<file path="src/rtl/dmem_port_ctrl_pkg.sv">
// dmem_port_ctrl_pkg: state/owner encodings and access size shared by the data-memory port controller
package dmem_port_ctrl_pkg;
  typedef enum logic [1:0] {S_IDLE = 2'd0, S_BUSY = 2'd1, S_DONE = 2'd2} state_t;
  typedef enum logic {OWN_M = 1'b0, OWN_F = 1'b1} owner_t;
  localparam int WORD_BYTES = 8;
endpackage

</file>
<file path="src/rtl/dmem_addr_check.sv">
// dmem_addr_check: flags an 8-byte access that would run past the end of RAM, including 64-bit wrap-around
module dmem_addr_check #(
  parameter int MEM_BYTES = 1024
) (
  input  logic [63:0] addr,
  output logic        error
);
  assign error = ({1'b0, addr} + 65'd7) >= 65'(MEM_BYTES);
endmodule

</file>
<file path="src/rtl/dmem_port_ctrl.sv">
// dmem_port_ctrl: arbitrates the byte-wide data RAM between memory stage and fetch,
// sequencing each 64-bit little-endian access as eight single-byte RAM cycles
module dmem_port_ctrl
  import dmem_port_ctrl_pkg::*;
#(
  parameter int ADDR_W    = 10,
  parameter int MEM_BYTES = 1024
) (
  input  logic              clk_i,
  input  logic              rst_i,
  input  logic              m_req_i,
  input  logic              m_we_i,
  input  logic [63:0]       m_addr_i,
  input  logic [63:0]       m_wdata_i,
  output logic [63:0]       m_rdata_o,
  output logic              m_done_o,
  output logic              m_error_o,
  input  logic              f_req_i,
  input  logic [63:0]       f_addr_i,
  output logic [63:0]       f_rdata_o,
  output logic              f_done_o,
  output logic              f_error_o,
  output logic [ADDR_W-1:0] ram_addr_o,
  output logic              ram_we_o,
  output logic [7:0]        ram_wdata_o,
  input  logic [7:0]        ram_rdata_i
);
  state_t              state, nextState;
  owner_t              owner;
  logic                we;
  logic [ADDR_W-1:0]   addr;
  logic [63:0]         wdata;
  logic [55:0]         result;
  logic [2:0]          cnt;
  logic [63:0]         grantAddr;
  logic                grantErr, grantM, grantF, busy, lastByte, finM, finF;
  logic [63:0]         finalData;

  assign grantM    = state == S_IDLE && m_req_i;
  assign grantF    = state == S_IDLE && !m_req_i && f_req_i;
  assign grantAddr = m_req_i ? m_addr_i : f_addr_i;
  assign busy      = state == S_BUSY;
  assign lastByte  = cnt == 3'(WORD_BYTES - 1);
  assign finM      = busy && lastByte && owner == OWN_M;
  assign finF      = busy && lastByte && owner == OWN_F;
  // The last byte is taken straight from the RAM so the word completes in the same edge
  assign finalData = we ? '0 : {ram_rdata_i, result};

  dmem_addr_check #(.MEM_BYTES(MEM_BYTES)) uChk (.addr(grantAddr), .error(grantErr));

  always_ff @(posedge clk_i)
    if (rst_i) state <= S_IDLE;
    else state <= nextState;

  always_comb
    nextState = state == S_IDLE ? ((m_req_i | f_req_i) ? (grantErr ? S_DONE : S_BUSY) : S_IDLE) :
                state == S_BUSY ? (lastByte ? S_DONE : S_BUSY) : S_IDLE;

  // Write enable is masked by reset so an aborted write leaves the current byte untouched
  always_comb begin
    ram_addr_o  = busy ? addr + ADDR_W'(cnt) : '0;
    ram_we_o    = busy & we & ~rst_i;
    ram_wdata_o = (busy & we) ? wdata[{cnt, 3'b000} +: 8] : '0;
  end

  always_ff @(posedge clk_i)
    if (rst_i) begin
      owner     <= OWN_M;
      we        <= 1'b0;
      addr      <= '0;
      wdata     <= '0;
      result    <= '0;
      cnt       <= '0;
      m_rdata_o <= '0;
      f_rdata_o <= '0;
      m_done_o  <= 1'b0;
      f_done_o  <= 1'b0;
      m_error_o <= 1'b0;
      f_error_o <= 1'b0;
    end else begin
      m_done_o  <= (grantM & grantErr) | finM;
      f_done_o  <= (grantF & grantErr) | finF;
      m_error_o <= grantM & grantErr;
      f_error_o <= grantF & grantErr;
      if ((grantM & grantErr) | finM) m_rdata_o <= finM ? finalData : '0;
      if ((grantF & grantErr) | finF) f_rdata_o <= finF ? finalData : '0;
      if (grantM | grantF) begin
        owner <= m_req_i ? OWN_M : OWN_F;
        we    <= m_req_i & m_we_i;
        addr  <= grantAddr[ADDR_W-1:0];
        wdata <= m_wdata_i;
        cnt   <= '0;
      end
      if (busy) begin
        result <= {ram_rdata_i, result[55:8]};
        cnt    <= cnt + 3'd1;
      end
    end
endmodule
</file>
<file path="config.mk">
export PLATFORM = sky130hd
export DESIGN_NAME = dmem_port_ctrl
export DESIGN_NICKNAME = d
export VERILOG_FILES = /design/src/rtl/dmem_port_ctrl_pkg.sv /design/src/rtl/dmem_addr_check.sv /design/src/rtl/dmem_port_ctrl.sv
export SDC_FILE = /design/constraint.sdc
export NUM_CORES = 1
export LEC_CHECK = 0
export ABC_AREA = 1
export BUFFER_PORTS_ARGS = -buffer_cell sky130_fd_sc_hd__buf_2
export CAP_MARGIN = 30
export CORE_UTILIZATION = 29
export DETAILED_ROUTE_END_ITERATION = 10
export HOLD_SLACK_MARGIN = 0.03
export PLACE_DENSITY = 0.48
export SLEW_MARGIN = 20
export SYNTH_ARGS = -nofsm -noshare
export SYNTH_HDL_FRONTEND = slang
export SYNTH_SLANG_ARGS = --single-unit
</file>
<file path="constraint.sdc">
create_clock -name clk_i -period 4.49 [get_ports clk_i]
set_clock_uncertainty 0.15 [all_clocks]
set_input_delay 0.898 -clock clk_i [delete_from_list [all_inputs] [get_ports clk_i]]
set_output_delay 0.898 -clock clk_i [all_outputs]
set_load 0.05 [all_outputs]
</file>
==> results.sh, run 1 <==
export IMPL_grt_max_degree=77
export IMPL_first_pass_iters=5
export IMPL_synth_edff_count=0
export IMPL_place_gp_congestion=0.945
export IMPL_critPathMaxFanout=12
export IMPL_path_class="register to output port"
export IMPL_core_area_um2=51500
export IMPL_clk_path_buf_depth=3
export IMPL_ys_ff_latch=269
export IMPL_timing_max_cap_violations=0
export IMPL_syn_area_um2=15200
export IMPL_cts_root_buf="clkbuf_16"
export IMPL_ir_worst_vdd_mv=0.214
export IMPL_status="finished clean"
export IMPL_yosysWarnings=0
export IMPL_antenna_cells=0
export IMPL_drive_gt1_frac=0.200
export IMPL_h_tree_depth=1
export IMPL_power_density_nw_per_um2=306
export IMPL_dieHeight_um=231
export IMPL_ant_nets=0
export IMPL_switching_share=0.271
export IMPL_holdWs_ps=303
export IMPL_clock_fmax_ghz=0.251
export IMPL_drt_wl_total_mm=58.5
export IMPL_vias=16588
export IMPL_nFillCells=5742
export IMPL_setup_worst_path_start_class="register"
export IMPL_nNetsFinal=2929
export IMPL_hold_class="register to register"
export IMPL_post_cts_setup_buffers=0
export IMPL_r2r_start="state[0]"
export IMPL_path_clk_slew_ps=60
export IMPL_critPathCaptureType="output port"
export IMPL_clockPowerShare=0.433
export IMPL_slew_limit_headroom=0.468
export IMPL_leakage_nw=8.43
export IMPL_routedWlPerCell_um=17.1
export IMPL_fin_crit_sh=0.887
export IMPL_r2r_end="f_rdata_o[12]"
export IMPL_vias_per_cell=4.85
export IMPL_drtIter0Drc=1185
export IMPL_grt_pass1_wl_mm=90.7
export IMPL_drc_errors=0
export IMPL_start_util=0.295
export IMPL_p_seq_frac=0.437
export IMPL_antenna_found_initial=1
export IMPL_hpwl_mm=43.6
export IMPL_combPwrFrac=0.130
export IMPL_holdBufCountCts=0
export IMPL_synthCells=2436
export IMPL_hold_viol=0
export IMPL_worstMarginPinSlew_ps=798
export IMPL_finalMaxSlewViolations=0
export IMPL_hold_path_end="wdata[17]"
export IMPL_io_buffers=355
export IMPL_grt_overflow_total=0
export IMPL_p_int_mw=4.13
export IMPL_min_from="wdata[17]"
export IMPL_rsz0062_at_grt="no"
export IMPL_setup_viol_count_final=0
export IMPL_syn_nets=2647
export IMPL_clk_latency_ps=550
export IMPL_cp_data_arrival_time_ps=2940
export IMPL_cts_tree="done"
export IMPL_grt_pass1_vias=15726
export IMPL_fin_util=0.360
export IMPL_pin_count=356
export IMPL_synth_async_sr_flop_share=0
export IMPL_synth_seq_area_share=0.354
export IMPL_fin_crit_ps=3980
export IMPL_synthDistinctLibCells=36
export IMPL_synthFlopType="dfxtp_1"
export IMPL_switchingPower_mw=1.54
export IMPL_synth_avg_cell_area_um2=6.24
export IMPL_rows=83
export IMPL_ff2ff_setup_slack_ps=1650
export IMPL_design_power_total_mw=5.66
export IMPL_cts_sinks=269
export IMPL_reg2reg_depth=8
export IMPL_ctsResizeCount=0
export IMPL_hold_path_cell_count=2
export IMPL_track_usage=0.212
export IMPL_die_w_um=231
export IMPL_worst_ep_required_time_ps=3440
export IMPL_dieArea_um2=53300
export IMPL_area_growth_pct=21.9
export IMPL_cts_made_buffers=29
-- state kept, by name, indices dropped and copies added (netlist names) --
register   flops
m_rdata_o     64
cnt            3
f_error_o      1
m_error_o      1
f_rdata_o     64
we             1
addr          10
f_done_o       1
owner          1
result        56
m_done_o       1
state          2
wdata         64
-- layout by cell type, fill, tap and decap left out, types with 2 or more instances in the layout --
cell type / n
a211oi_1: 2
a21oi_1: 247
a31oi_1: 10
buf_12: 10
buf_2: 353
buf_4: 35
bufinv_16: 2
clkbuf_1: 4
clkbuf_16: 29
clkbuf_8: 9
clkinv_1: 4
clkinv_2: 7
dfxtp_1: 269
ha_1: 5
inv_1: 200
inv_2: 8
nand2_1: 670
nand2_2: 6
nand2_4: 2
nand3_1: 280
nand3_2: 40
nand3b_1: 3
nand4_1: 15
nor2_1: 303
nor2_2: 30
nor2_4: 6
nor3_1: 12
o21ai_0: 143
o21ai_1: 20
o21ai_2: 2
xor2_1: 3
-- kinds of logic after synthesis --
group / after synthesis / synth area share
mux: 1 / 0.000659
flops: 269 / 0.354
buf+inv: 362 / 0.105
xor+xnor: 3 / 0.00173
simple gates: 1369 / 0.391
compound gates: 426 / 0.142
fa+ha+maj: 6 / 0.00543
-- worst max-delay path by stage --
stage / from / to / cells after the start
finish: cnt[2] / ram_addr_o[9] / 13
floorplan: cnt[0] / ram_addr_o[8] / 9
detailed placement: m_req_i / f_rdata_o[57] / 24
CTS: cnt[2] / ram_addr_o[9] / 13
global route: m_req_i / f_rdata_o[60] / 24
global placement: m_req_i / f_rdata_o[58] / 24
-- per-layer routing --
layer,part of all wire,GRT usage,up-vias
li1,-,-,8403
met1,0.47,0.291,7674
met2,0.47,0.355,435
met3,0.045,0.0216,74
met4,0.020,0.0505,2
met5,0.00022,0,-
-- through the flow --
stage	setup slack (ps)	TNS, ps	cell area [µm²]	std cells
after global routing	245	0	18500	3420
after detailed placement	26.7	0	17500	3366
after floorplan	1000	0	15200	2436
final	507	0	18500	3420
after global placement	-14.1	-58.8	17500	3364
after CTS	454	0	18500	3419
-- worst max-delay path: stages, from the launching register on --
cell     delay, ps
dfxtp_1        620
ha_1           370
a21oi_1        160
inv_1           50
a31oi_1        210
nor2_1          60
inv_1           70
nor2_1          60
nand2_1         80
nor2_1          70
nand2_1         90
nor3_1          50
nor3_1         200
buf_2          300
-- layout make-up --
class / instances / area [µm²] / share of cell area
Clock buffer: 42 / 865 / 0.0467
Clock inverter: 11 / 113 / 0.00608
Inverter: 213 / 802 / 0.0433
Multi-Input combinational cell: 1805 / 8250 / 0.446
Sequential cell: 269 / 5390 / 0.291
Tap cell: 680 / 851 / 0.0459
Timing Repair Buffer: 400 / 2260 / 0.122
-- power by group through the flow --
stage / registers [mW] / logic (mW) / clock network (mW)
6_report: 2.47 / 0.739 / 2.45
3_3_place_gp: 2.52 / 0.735 / 0
4_1_cts: 2.47 / 0.742 / 2.51
2_1_floorplan: 2.53 / 0.469 / 0
3_5_place_dp: 2.53 / 0.740 / 0
5_1_grt: 2.48 / 0.832 / 2.60
-- cell usage after synthesis (all sizes together), types with 4 or more instances --
| cell | n | share of area |
|---|---|---|
| dfxtp | 269 | 0.35 |
| nand2 | 678 | 0.17 |
| nor3 | 13 | 0.0046 |
| clkinv | 4 | 0.00099 |
| o21ai | 165 | 0.055 |
| inv | 209 | 0.052 |
| ha | 5 | 0.0041 |
| nor2 | 339 | 0.090 |
| a21oi | 248 | 0.082 |
| a31oi | 10 | 0.0041 |
| nand3 | 321 | 0.12 |
| clkbuf | 104 | 0.026 |
| buf | 45 | 0.026 |
| nand4 | 15 | 0.0062 |
Power figures use the tool's default switching activity.
==> run 2, diff against run 1 <==
Settings changed: CORE_UTILIZATION 29 to 35, PLACE_DENSITY 0.48 to 0.56.
==> run 2 against run 1 <==
  * Critical path depth is 7 higher
  * Final cell count is 3.3% lower
  * Worst setup slack worse by 26 ps
  * Combinational power is 0.7% lower
  * Fmax is 0.65% lower
  * Sequential cell count stayed put
  * Design area is 1.4% lower
  * Global-route usage is 3.6 points higher
  * Sequential power hardly changed
  * Die area is 17% lower
  * Wire length is 3.1% lower
==> results.sh, run 2 (synthesis results as in run 1) <==
export IMPL_status="finished clean"
export IMPL_die_w_um=210
export IMPL_hold_viol=0
export IMPL_routedWlPerCell_um=17.1
export IMPL_nFillCells=4631
export IMPL_worst_path_most_repeated_cell="nand2_1"
export IMPL_holdWs_ps=306
export IMPL_grt_max_degree=116
export IMPL_hold_class="register to register"
export IMPL_pin_count=356
export IMPL_path_class="input pin to register"
export IMPL_setup_worst_path_start_class="input pin"
export IMPL_vias_per_cell=5.03
export IMPL_reg_top3="f_rdata_o: 64 flops, m_rdata_o: 64 flops, wdata: 64 flops"
export IMPL_h_tree_depth=1
export IMPL_antenna_found_initial=1
export IMPL_timing_max_cap_violations=0
export IMPL_nNetsFinal=2921
export IMPL_max_stage_delay_ps=460
export IMPL_vias=16647
export IMPL_io_buffers=355
export IMPL_leakage_nw=8.34
export IMPL_holdBufCountCts=0
export IMPL_cp_data_arrival_time_ps=4350
export IMPL_min_from="wdata[18]"
export IMPL_worstMarginPinSlew_ps=999
export IMPL_seqCellArea_um2=5390
export IMPL_setup_viol_count_final=0
export IMPL_fin_crit_sh=0.893
export IMPL_multiInputGateArea_um2=8250
export IMPL_hold_path_cell_count=2
export IMPL_hpwl_mm=41.9
export IMPL_fin_tns_setup_ps=0
export IMPL_power_density_nw_per_um2=302
export IMPL_grt_pass1_vias=15583
export IMPL_clk_path_buf_depth=3
export IMPL_path_clk_slew_ps=60
export IMPL_drtIter0Drc=1498
export IMPL_start_util=0.358
export IMPL_critPathMaxFanout=79
export IMPL_clk_latency_ps=570
export IMPL_grt_pass1_wl_mm=87.8
export IMPL_first_pass_iters=6
export IMPL_drt_wl_total_mm=56.7
export IMPL_rsz0062_at_grt="no"
export IMPL_cts_root_buf="clkbuf_16"
export IMPL_crit_buf_inv=3
export IMPL_r2r_end="m_rdata_o[10]"
export IMPL_cts_made_buffers=29
export IMPL_critPathCaptureType="register"
export IMPL_r2r_start="state[0]"
export IMPL_grt_overflow_total=0
export IMPL_slew_limit_headroom=0.334
export IMPL_crit_chain="buf_4, buf_12, o21ai_0, nand2_1, nor2_1, nand2_1, nor2_1, nand2_1, nand2_1, nand2_1, nor2_1, nand2_1, nor2_1, nand2_1, nor2_2, nand3_4, nand2_4, buf_12, nand3_1, a21oi_1"
export IMPL_final_common_cell="nand2_1"
export IMPL_final_cell_mix="670 x nand2_1, 354 x buf_2, 303 x nor2_1"
export IMPL_path_depth=20
export IMPL_fin_crit_ps=4010
export IMPL_ir_worst_vdd_mv=0.332
export IMPL_path_delay_family="simple AND/OR/NAND/NOR gates"
export IMPL_cts_tree="done"
export IMPL_core_area_um2=42400
export IMPL_clock_fmax_ghz=0.249
export IMPL_crit_slowest_cell="o21ai_0"
export IMPL_finalMaxSlewViolations=0
export IMPL_ff2ff_setup_slack_ps=1640
export IMPL_place_gp_congestion=0.963
export IMPL_worst_ep_required_time_ps=4830
export IMPL_track_usage=0.248
export IMPL_reg2reg_depth=8
export IMPL_hold_path_end="wdata[18]"
export IMPL_rows=75
export IMPL_drc_errors=0
export IMPL_cts_sinks=269
export IMPL_ant_nets=0
export IMPL_drive_gt1_frac=0.196
export IMPL_dieArea_um2=44300
export IMPL_area_growth_pct=20.2
export IMPL_dieHeight_um=210
export IMPL_ctsResizeCount=0
export IMPL_post_cts_setup_buffers=0
run 2: changes by cell type in the layout (fill, tap and decap cells not counted), sizes merged:
cell      before  now
buf          400  392
bufinv         2    0
clkinv        12   10
clkinvlp       0    2
diode          0    1
run 2: stage by stage:
step	power, mW	util	std cells	worst slack [ps]	cell area (µm²)
after global routing	5.76	0.431	3308	233	18300
after detailed placement	3.25	0.409	3255	5.50	17300
after CTS	5.54	0.430	3306	569	18200
after global placement	3.25	0.408	3254	24.4	17300
final	5.51	0.431	3308	481	18300
after floorplan	3.00	-	2436	1000	15200
run 2: power by group:
part	internal, mW	total, mW	switching [mW]
registers	2.45	2.47	0.0248
clock network	1.31	2.30	0.993
logic	0.232	0.734	0.502
run 2: area by class of cell:
| class | instances | share of cell area |
|---|---|---|
| repair buffers | 392 | 0.120 |
| clock buffers | 42 | 0.0462 |
| inverters | 213 | 0.0439 |
| multi-input cells | 1805 | 0.452 |
| diodes | 1 | 0.000137 |
| flip-flops and latches | 269 | 0.295 |
| well taps | 577 | 0.0395 |
| clock inverters | 9 | 0.00397 |
run 2: per-layer routing:
| layer | GRT usage | vias up | wire, µm |
|---|---|---|---|
| li1 | - | 8382 | - |
| met1 | 0.350 | 7628 | 26400 |
| met2 | 0.397 | 561 | 25600 |
| met3 | 0.0305 | 76 | 3310 |
| met4 | 0.0715 | 0 | 1440 |
| met5 | 0 | - | 0 |
run 2: worst max path at each step:
stage	startpoint	endpoint
finish	m_req_i	f_rdata_o[29]
global route	m_req_i	f_rdata_o[29]
CTS	cnt[1]	ram_addr_o[8]
detailed placement	m_req_i	f_rdata_o[29]
global placement	m_req_i	f_rdata_o[28]
floorplan	cnt[0]	ram_addr_o[8]
run 2: worst register-to-register path: cells and delay by family (launching register included):
kind | cells | cell delay, ps
buffers and inverters | 3 | 1190
DFF | 1 | 380
AOI/OAI and AO/OA | 1 | 210
and+or+nand+nor | 4 | 880
